<file path="src/rtl/i2c_byte_engine.sv">
// i2c_byte_engine: byte-level I2C master sequencer driving SCL/SDA and an external 8-bit shift register
module i2c_byte_engine #(
    parameter int CLK_DIV = 4
) (
    input  logic       clock,
    input  logic       reset,
    input  logic       cmd_valid,
    output logic       cmd_ready,
    input  logic [1:0] cmd,
    input  logic [7:0] cmd_data,
    input  logic       cmd_ack,
    output logic       done,
    output logic       err,
    output logic       rx_ack,
    output logic [7:0] rx_data,
    output logic       busy,
    output logic       scl_oe,
    input  logic       scl_in,
    output logic       sda_oe,
    input  logic       sda_in,
    output logic       sr_load,
    output logic [7:0] sr_ins,
    output logic       sr_shift,
    output logic       sr_in_shift,
    output logic       sr_inb,
    input  logic [7:0] sr_out
);
    localparam int CW = $clog2(CLK_DIV);
    localparam logic [CW-1:0] LAST = CW'(CLK_DIV - 1);
    localparam logic [CW-1:0] PRE = CW'(CLK_DIV - 2);

    typedef enum logic [2:0] {IDLE, START, BITS, ACK, STOP, FIN} state_t;

    state_t        state;
    logic [CW-1:0] cnt;
    logic [1:0]    q;
    logic [1:0]    nq;
    logic [2:0]    bit_idx;
    logic          owned;
    logic          rd;
    logic          ack_l;
    logic          last;
    logic          stall;
    logic          active;
    logic          adv;
    logic          sample;

    assign active      = state inside {START, BITS, ACK, STOP};
    assign last        = cnt == LAST;
    assign stall       = q == 2'd2 && !scl_in;
    assign adv         = active && last && !stall;
    assign sample      = adv && q == 2'd2;
    assign nq          = q + 2'd1;
    assign cmd_ready   = state == IDLE;
    assign busy        = state != IDLE;
    assign sr_in_shift = state == BITS && rd && sample;
    assign sr_inb      = sr_in_shift && sda_in;

    // Sequencer: quarter timing, bus drive, shift-register control and command completion
    always_ff @(posedge clock) begin
        if (reset) begin
            state    <= IDLE;
            cnt      <= '0;
            q        <= 2'd0;
            bit_idx  <= 3'd0;
            owned    <= 1'b0;
            rd       <= 1'b0;
            ack_l    <= 1'b0;
            done     <= 1'b0;
            err      <= 1'b0;
            rx_ack   <= 1'b0;
            rx_data  <= 8'h00;
            scl_oe   <= 1'b0;
            sda_oe   <= 1'b0;
            sr_load  <= 1'b0;
            sr_ins   <= 8'h00;
            sr_shift <= 1'b0;
        end else begin
            done     <= 1'b0;
            err      <= 1'b0;
            sr_load  <= 1'b0;
            sr_shift <= state == BITS && !rd && q == 2'd3 && cnt == PRE && bit_idx != 3'd7;
            if (active && !stall) cnt <= last ? '0 : cnt + 1'b1;
            if (adv) q <= nq;
            if (state == ACK && !rd && sample) rx_ack <= sda_in;
            if (adv && q != 2'd3) begin
                scl_oe <= state == START ? nq == 2'd3 : state == STOP ? 1'b0 : nq == 2'd1;
                if (state == START) sda_oe <= nq[1];
                if (state == STOP) sda_oe <= nq == 2'd1;
            end
            case (state)
                IDLE: if (cmd_valid) begin
                    cnt     <= '0;
                    q       <= 2'd0;
                    bit_idx <= 3'd0;
                    rd      <= cmd == 2'b10;
                    ack_l   <= cmd_ack;
                    sr_ins  <= cmd_data;
                    if (cmd == 2'b00) begin
                        state  <= START;
                        scl_oe <= 1'b1;
                        sda_oe <= 1'b0;
                    end else if (!owned) begin
                        state <= FIN;
                        done  <= 1'b1;
                        err   <= 1'b1;
                    end else if (cmd == 2'b11) begin
                        state  <= STOP;
                        scl_oe <= 1'b1;
                        sda_oe <= 1'b1;
                    end else begin
                        state   <= BITS;
                        sr_load <= !cmd[1];
                        sda_oe  <= !cmd[1] && !cmd_data[7];
                    end
                end
                START: if (adv && q == 2'd3) begin
                    state <= FIN;
                    done  <= 1'b1;
                    owned <= 1'b1;
                end
                BITS: if (adv && q == 2'd3) begin
                    scl_oe <= 1'b1;
                    if (bit_idx == 3'd7) begin
                        state  <= ACK;
                        sda_oe <= rd && !ack_l;
                    end else begin
                        bit_idx <= bit_idx + 3'd1;
                        sda_oe  <= !rd && !sr_out[6];
                    end
                end
                ACK: if (adv && q == 2'd3) begin
                    state  <= FIN;
                    done   <= 1'b1;
                    scl_oe <= 1'b1;
                    if (rd) rx_data <= sr_out;
                end
                STOP: if (adv && q == 2'd3) begin
                    state <= FIN;
                    done  <= 1'b1;
                    owned <= 1'b0;
                end
                FIN: state <= IDLE;
                default: state <= IDLE;
            endcase
        end
    end
endmodule
</file>
<file path="config.mk">
export PLATFORM = sky130hd
export DESIGN_NAME = i2c_byte_engine
export DESIGN_NICKNAME = d
export VERILOG_FILES = /design/src/rtl/i2c_byte_engine.sv
export SDC_FILE = /design/constraint.sdc
export NUM_CORES = 1
export LEC_CHECK = 0
export BUFFER_PORTS_ARGS = -buffer_cell sky130_fd_sc_hd__buf_2
export CORE_MARGIN = 8
export CORE_UTILIZATION = 52
export DETAILED_ROUTE_END_ITERATION = 6
export PLACE_DENSITY = 0.76
export SLEW_MARGIN = 20
export SYNTH_ARGS = -nofsm -noshare
export SYNTH_HDL_FRONTEND = slang
export SYNTH_SLANG_ARGS = --single-unit
</file>
<file path="constraint.sdc">
create_clock -name clock -period 2.4 [get_ports clock]
set_input_delay 0.24 -clock clock [delete_from_list [all_inputs] [get_ports clock]]
set_output_delay 0.24 -clock clock [all_outputs]
set_load 0.05 [all_outputs]
</file>
Word level (Yosys, flattened, before mapping)

Index checks and enable logic that the tools add are counted.

Register bits: 36
Bits in latches: 0
Memory bits (writable): 0
Memory bits (read-only): 0
Bits of input ports: 24
Output and inout bits: 27
Word-level logic and storage cells: 131
Memories kept: 0

Add/subtract/negate cells: 3
$mul: 0
Divide/modulo/power cells: 0
Magnitude comparators: 0
Equal/unequal tests: 22
Shift operators: 0
Multiplexer cells: 46
Bitwise logic cells: 3
Reductions and logical operators: 41

Operators by type and width:

| operator                                                                | count |
|---|---|
| 3-bit two-way mux                                                       | 10 |
| 1-bit two-way mux                                                       | 23 |
| 1-bit logical AND                                                       | 19 |
| 2-bit == test, second input constant                                    | 7 |
| 2-bit two-way mux                                                       | 7 |
| 2-bit by 1-bit inequality test with 1-bit output, second input constant | 5 |
| 3-bit one-hot mux with 3 select lines                                   | 1 |
| 1-bit one-hot mux with 2 select lines                                   | 4 |
| 4-bit AND reduction                                                     | 2 |
| 1-bit logical NOT                                                       | 7 |
| 3-bit by 2-bit == test with 1-bit output, second input constant         | 2 |
| 3-bit == test, second input constant                                    | 2 |
| 2-bit inequality test, second input constant                            | 3 |
| 3-bit one-hot mux with 2 select lines                                   | 1 |
| 3-bit AND reduction                                                     | 2 |
| 6-bit OR reduction                                                      | 1 |
| 2-bit by 1-bit adder with 2-bit output, second input constant           | 2 |
| 2-bit nonzero test                                                      | 2 |
| 4-bit nonzero test                                                      | 1 |
| 2-bit OR reduction                                                      | 2 |
| 3-bit by 1-bit adder with 3-bit output, second input constant           | 1 |
| 3-bit by 1-bit == test with 1-bit output, second input constant         | 1 |
| 3-bit logical NOT                                                       | 1 |
| 3-bit inequality test, second input constant                            | 1 |
| other kinds (6)                                                         | 8 |

Depth between registers and ports, before layout

Depth in word-level cells: 11
Mapped depth: 7
Depth with buffers taken out: 6

Worst setup path after synthesis

No wires, ideal clock.

Path kind: reg-to-output
Start: register state[2]
End: output sr_inb
Data arrival time: 2.132 ns
Data required time: 2.160 ns
Setup slack: 0.028 ns
Cell stages (with the launch flop): 7
Buffers on the path: 2
Cell sequence: dfxtp_1 -> buf_6 -> or3_1 -> clkbuf_1 -> nand4_1 -> nor2_1 -> and4_1

Word-level cells in the longest chain between the ends: 7
Elaborated cells on any way between the ends: 11
Classes of those cells: eq/ne: 4; reduce/logical: 7

Ends and longest elaborated chain:

| item                                                             | line | source |
|---|---|---|
| start, declared                                                  | 34   | `state_t state;` |
| start signal, assigned                                           | 62   | `state <= IDLE;` |
| start signal, assigned                                           | 100  | `state <= START;` |
| start signal, assigned                                           | 104  | `state <= FIN;` |
| 3-bit by 1-bit == test with 1-bit output (tied with other cells) | 48   | `assign active = state inside {START, BITS, ACK, STOP};` |
| 4-bit nonzero test                                               | 48   |  |
| 1-bit logical AND (2 in a row)                                   | 51   | `assign adv = active && last && !stall;` |
| 1-bit logical AND                                                | 52   | `assign sample = adv && q == 2'd2;` |
| 1-bit logical AND (*)                                            | 56   | `assign sr_in_shift = state == BITS && rd && sample;` |
| 1-bit logical AND (*)                                            | 57   | `assign sr_inb = sr_in_shift && sda_in;` |
| end, declared                                                    | 25   | `output logic sr_inb,` |

Every way passes the cells marked *; elsewhere a longest branch is shown, timed or not.

Worst setup path after layout

Start: register state[1]
End: output sr_inb

The elaborated chain is that of the path after synthesis.

==> results.tsv <==
metric	value	unit
fin_skew	6.36	ps
min_path_type	in -> reg	
worst_pin_slew	469	ps
ys_seq_area_share	38.5	%
routed-via-count	1838	
syn_inst	227	
power	1.28	mW
final_cell_area	0.00225	mm2
n_antenna_cell	0	
avgViaCountPerCell	5.67	
critical_path.cell_chain	o21ai_0 -> nand4_1 -> nor2_1 -> and4_1 -> buf_2	
arrival	2010	ps
grt_max_degree	33	
clk_path_buf_depth	2	
cts_tree	done	
worstPathRequired	2160	ps
yosys_warnings	0	
maxSlewHeadroom	68.7	%
antenna_found_initial	0	
clock_latency	340	ps
hold_violations	0	
setup_ws	152	ps
ant_nets	0	
drtPass1Iterations	4	
critPathKind	reg -> out	
initial_core_util	52.7	%
end_kind	output port	
rr_worst_depth	4	
instances_no_fill	324	
rr_startpoint	state[1]$_SDFFE_PP0P_	
regToRegSetupSlack	460	ps
port_buffers	50	
rsz0062_at_grt	false	
nFillCells	308	
nNetsFinal	310	
tns	0	ps
numCtsBuffers	5	
yosysUniqueCellTypes	49	
holdWs	127	ps
powerDensity	570	mW/mm2
die_w	76.0	um
critPathMaxFanout	16	
fin_util	63.4	%
finalWorstPathRequiredPeriod	2250	ps
dp_cells	316	
cp-start-kind	flop	
synthTopCellsByArea	dfxtp_1, ha_1, nand2_1	
synth-main-ff-cell	dfxtp_1	
hold_depth	3	
htreeDepth	2	
dieHeight	76.0	um
outcome	finished, final reports clean	
coreArea	0.00355	mm2
synth_top_area_share	38.5	%
synth.largest_area_cell	dfxtp_1	
slew_violations	0	
ios	51	
slowest_delay	470	ps
rows	22	
place_area	0.00217	mm2
synthesis.area	0.00187	mm2
ir_drop	0.346	mV
worstHoldEndpoint	sr_ins[1]$_SDFFE_PP0P_	
avgRoutedWirePerCell	14.5	um
syn_nets	262	
fin_crit_sh	93.7	%
regToRegEndpoint	done$_SDFF_PP0_	
areaGrowthSynthToFinish	20.2	%
max-cap-violations	0	
min_from	cmd_data[1]	
drcViolationCount	0	
drtIter0Drc	136	
syn_avg_cell_area	8.25	um2
maxClockFrequency	0.445	GHz
synth-edff-count	0	
cp_top_family	simple AND/OR/NAND/NOR gates	
cts_root_buf	clkbuf_4	
setup_viol	0	
dieArea	0.00578	mm2
dpl_worst_slack	495	ps
routabilityCongestion	0.912	
synth_common_cells	dfxtp_1, nand2_1, a21oi_1, nor2_1, inv_1	
crit_slowest_cell	dfxtp_1	
clock-sinks	36	
clkSlewWorstSetupHoldPaths	110	ps
dp_hpwl	3460	um
grt_pass1_vias	1780	
ys_ff_latch	36	
synth-async-reset-ratio	0	%
grt_use_total	15.9	%
grt_overflow_total	0	
postRouteWirelength	4700	um
synthMostInstantiatedCell	dfxtp_1	
drive_gt1_share	26.1	%
p_leak	1.04	nW
path_buf_inv	1	
grt_pass1_wl	7850	um
hold_buffers	0	
## how the worst max path moves through the flow
stage                                from              end  cells past startpoint
global placement    state[1]$_SDFFE_PP0P_  done$_SDFF_PP0_                      4
global route        state[1]$_SDFFE_PP0P_           sr_inb                      5
finish              state[1]$_SDFFE_PP0P_           sr_inb                      5
floorplan           state[2]$_SDFFE_PP0P_           sr_inb                      6
detailed placement  state[1]$_SDFFE_PP0P_  done$_SDFF_PP0_                      4
CTS                       q[0]$_SDFF_PP0_           sr_inb                      7
## cells by family after synthesis
| family | share of synthesized area (%) |
|---|---|
| adder cells (fa/ha/maj) | 7.35 |
| XOR/XNOR | 0.468 |
| flip-flops | 38.5 |
| multiplexers | 5.34 |
| buffers and inverters | 6.35 |
| AND/OR/NAND/NOR | 24.5 |
| AO/OA/AOI/OAI | 17.5 |
## area by class of cell
cell class	instances	area [um2]	share of cell area, %
Tap cell	48	60.1	2.67
Multi-Input combinational cell	162	1040	46.3
Timing Repair Buffer	57	303	13.5
Clock buffer	6	41.3	1.83
Clock inverter	2	35.0	1.56
Inverter	13	48.8	2.17
Sequential cell	36	721	32.0
## power by group
group | internal [mW] | switching, mW
Clock | 0.218 | 0.204
Sequential | 0.617 | 0.0185
Combinational | 0.0731 | 0.153
## layout by cell type, fill, tap and decap left out, drive strengths merged, types with 3 or more instances in the layout
master	count
nand2	32
nand3	4
or3	3
clkbuf	6
a21oi	21
a211oi	4
nor3	6
nand2b	3
a31oi	3
inv	13
nor4	3
o21ai	5
buf	57
ha	11
nand4	3
mux2i	10
or2	3
dfxtp	36
nor2	19
## state kept, by name, summed over array words and instances, names as in the netlist
signal and count:
ack_l 1, bit_idx 3, cnt 2, done 1, err 1, owned 1, q 2, rd 1
rx_ack 1, rx_data 8, scl_oe 1, sda_oe 1, sr_ins 8, sr_load 1, sr_shift 1, state 3
## per-layer routing
| layer | global-route usage (%) | part of all wire (%) | vias up |
|---|---|---|---|
| met2 | 27.2 | 50 | 64 |
| met3 | 4.83 | 6.2 | 10 |
| met4 | 5.88 | 1.6 | 0 |
| met5 | 0 | 0 | - |
| li1 | - | - | 895 |
| met1 | 18.1 | 42 | 869 |
## tightest hold or removal path, delay by kind of cell
kind                   cells  cell delay [ps]
buffers and inverters      1              100
AOI/OAI and AO/OA          1               50
and+or+nand+nor            1               40
## what timing repair did
| item | in CTS | in global routing |
|---|---|---|
| setup buffers | 0 | 0 |
| endpoints found under the hold margin | 0 | 0 |
| gates resized for setup | 0 | 1 |
| endpoints found under the setup margin | 0 | 1 |
No activity file was read; power rests on OpenSTA's default activity.
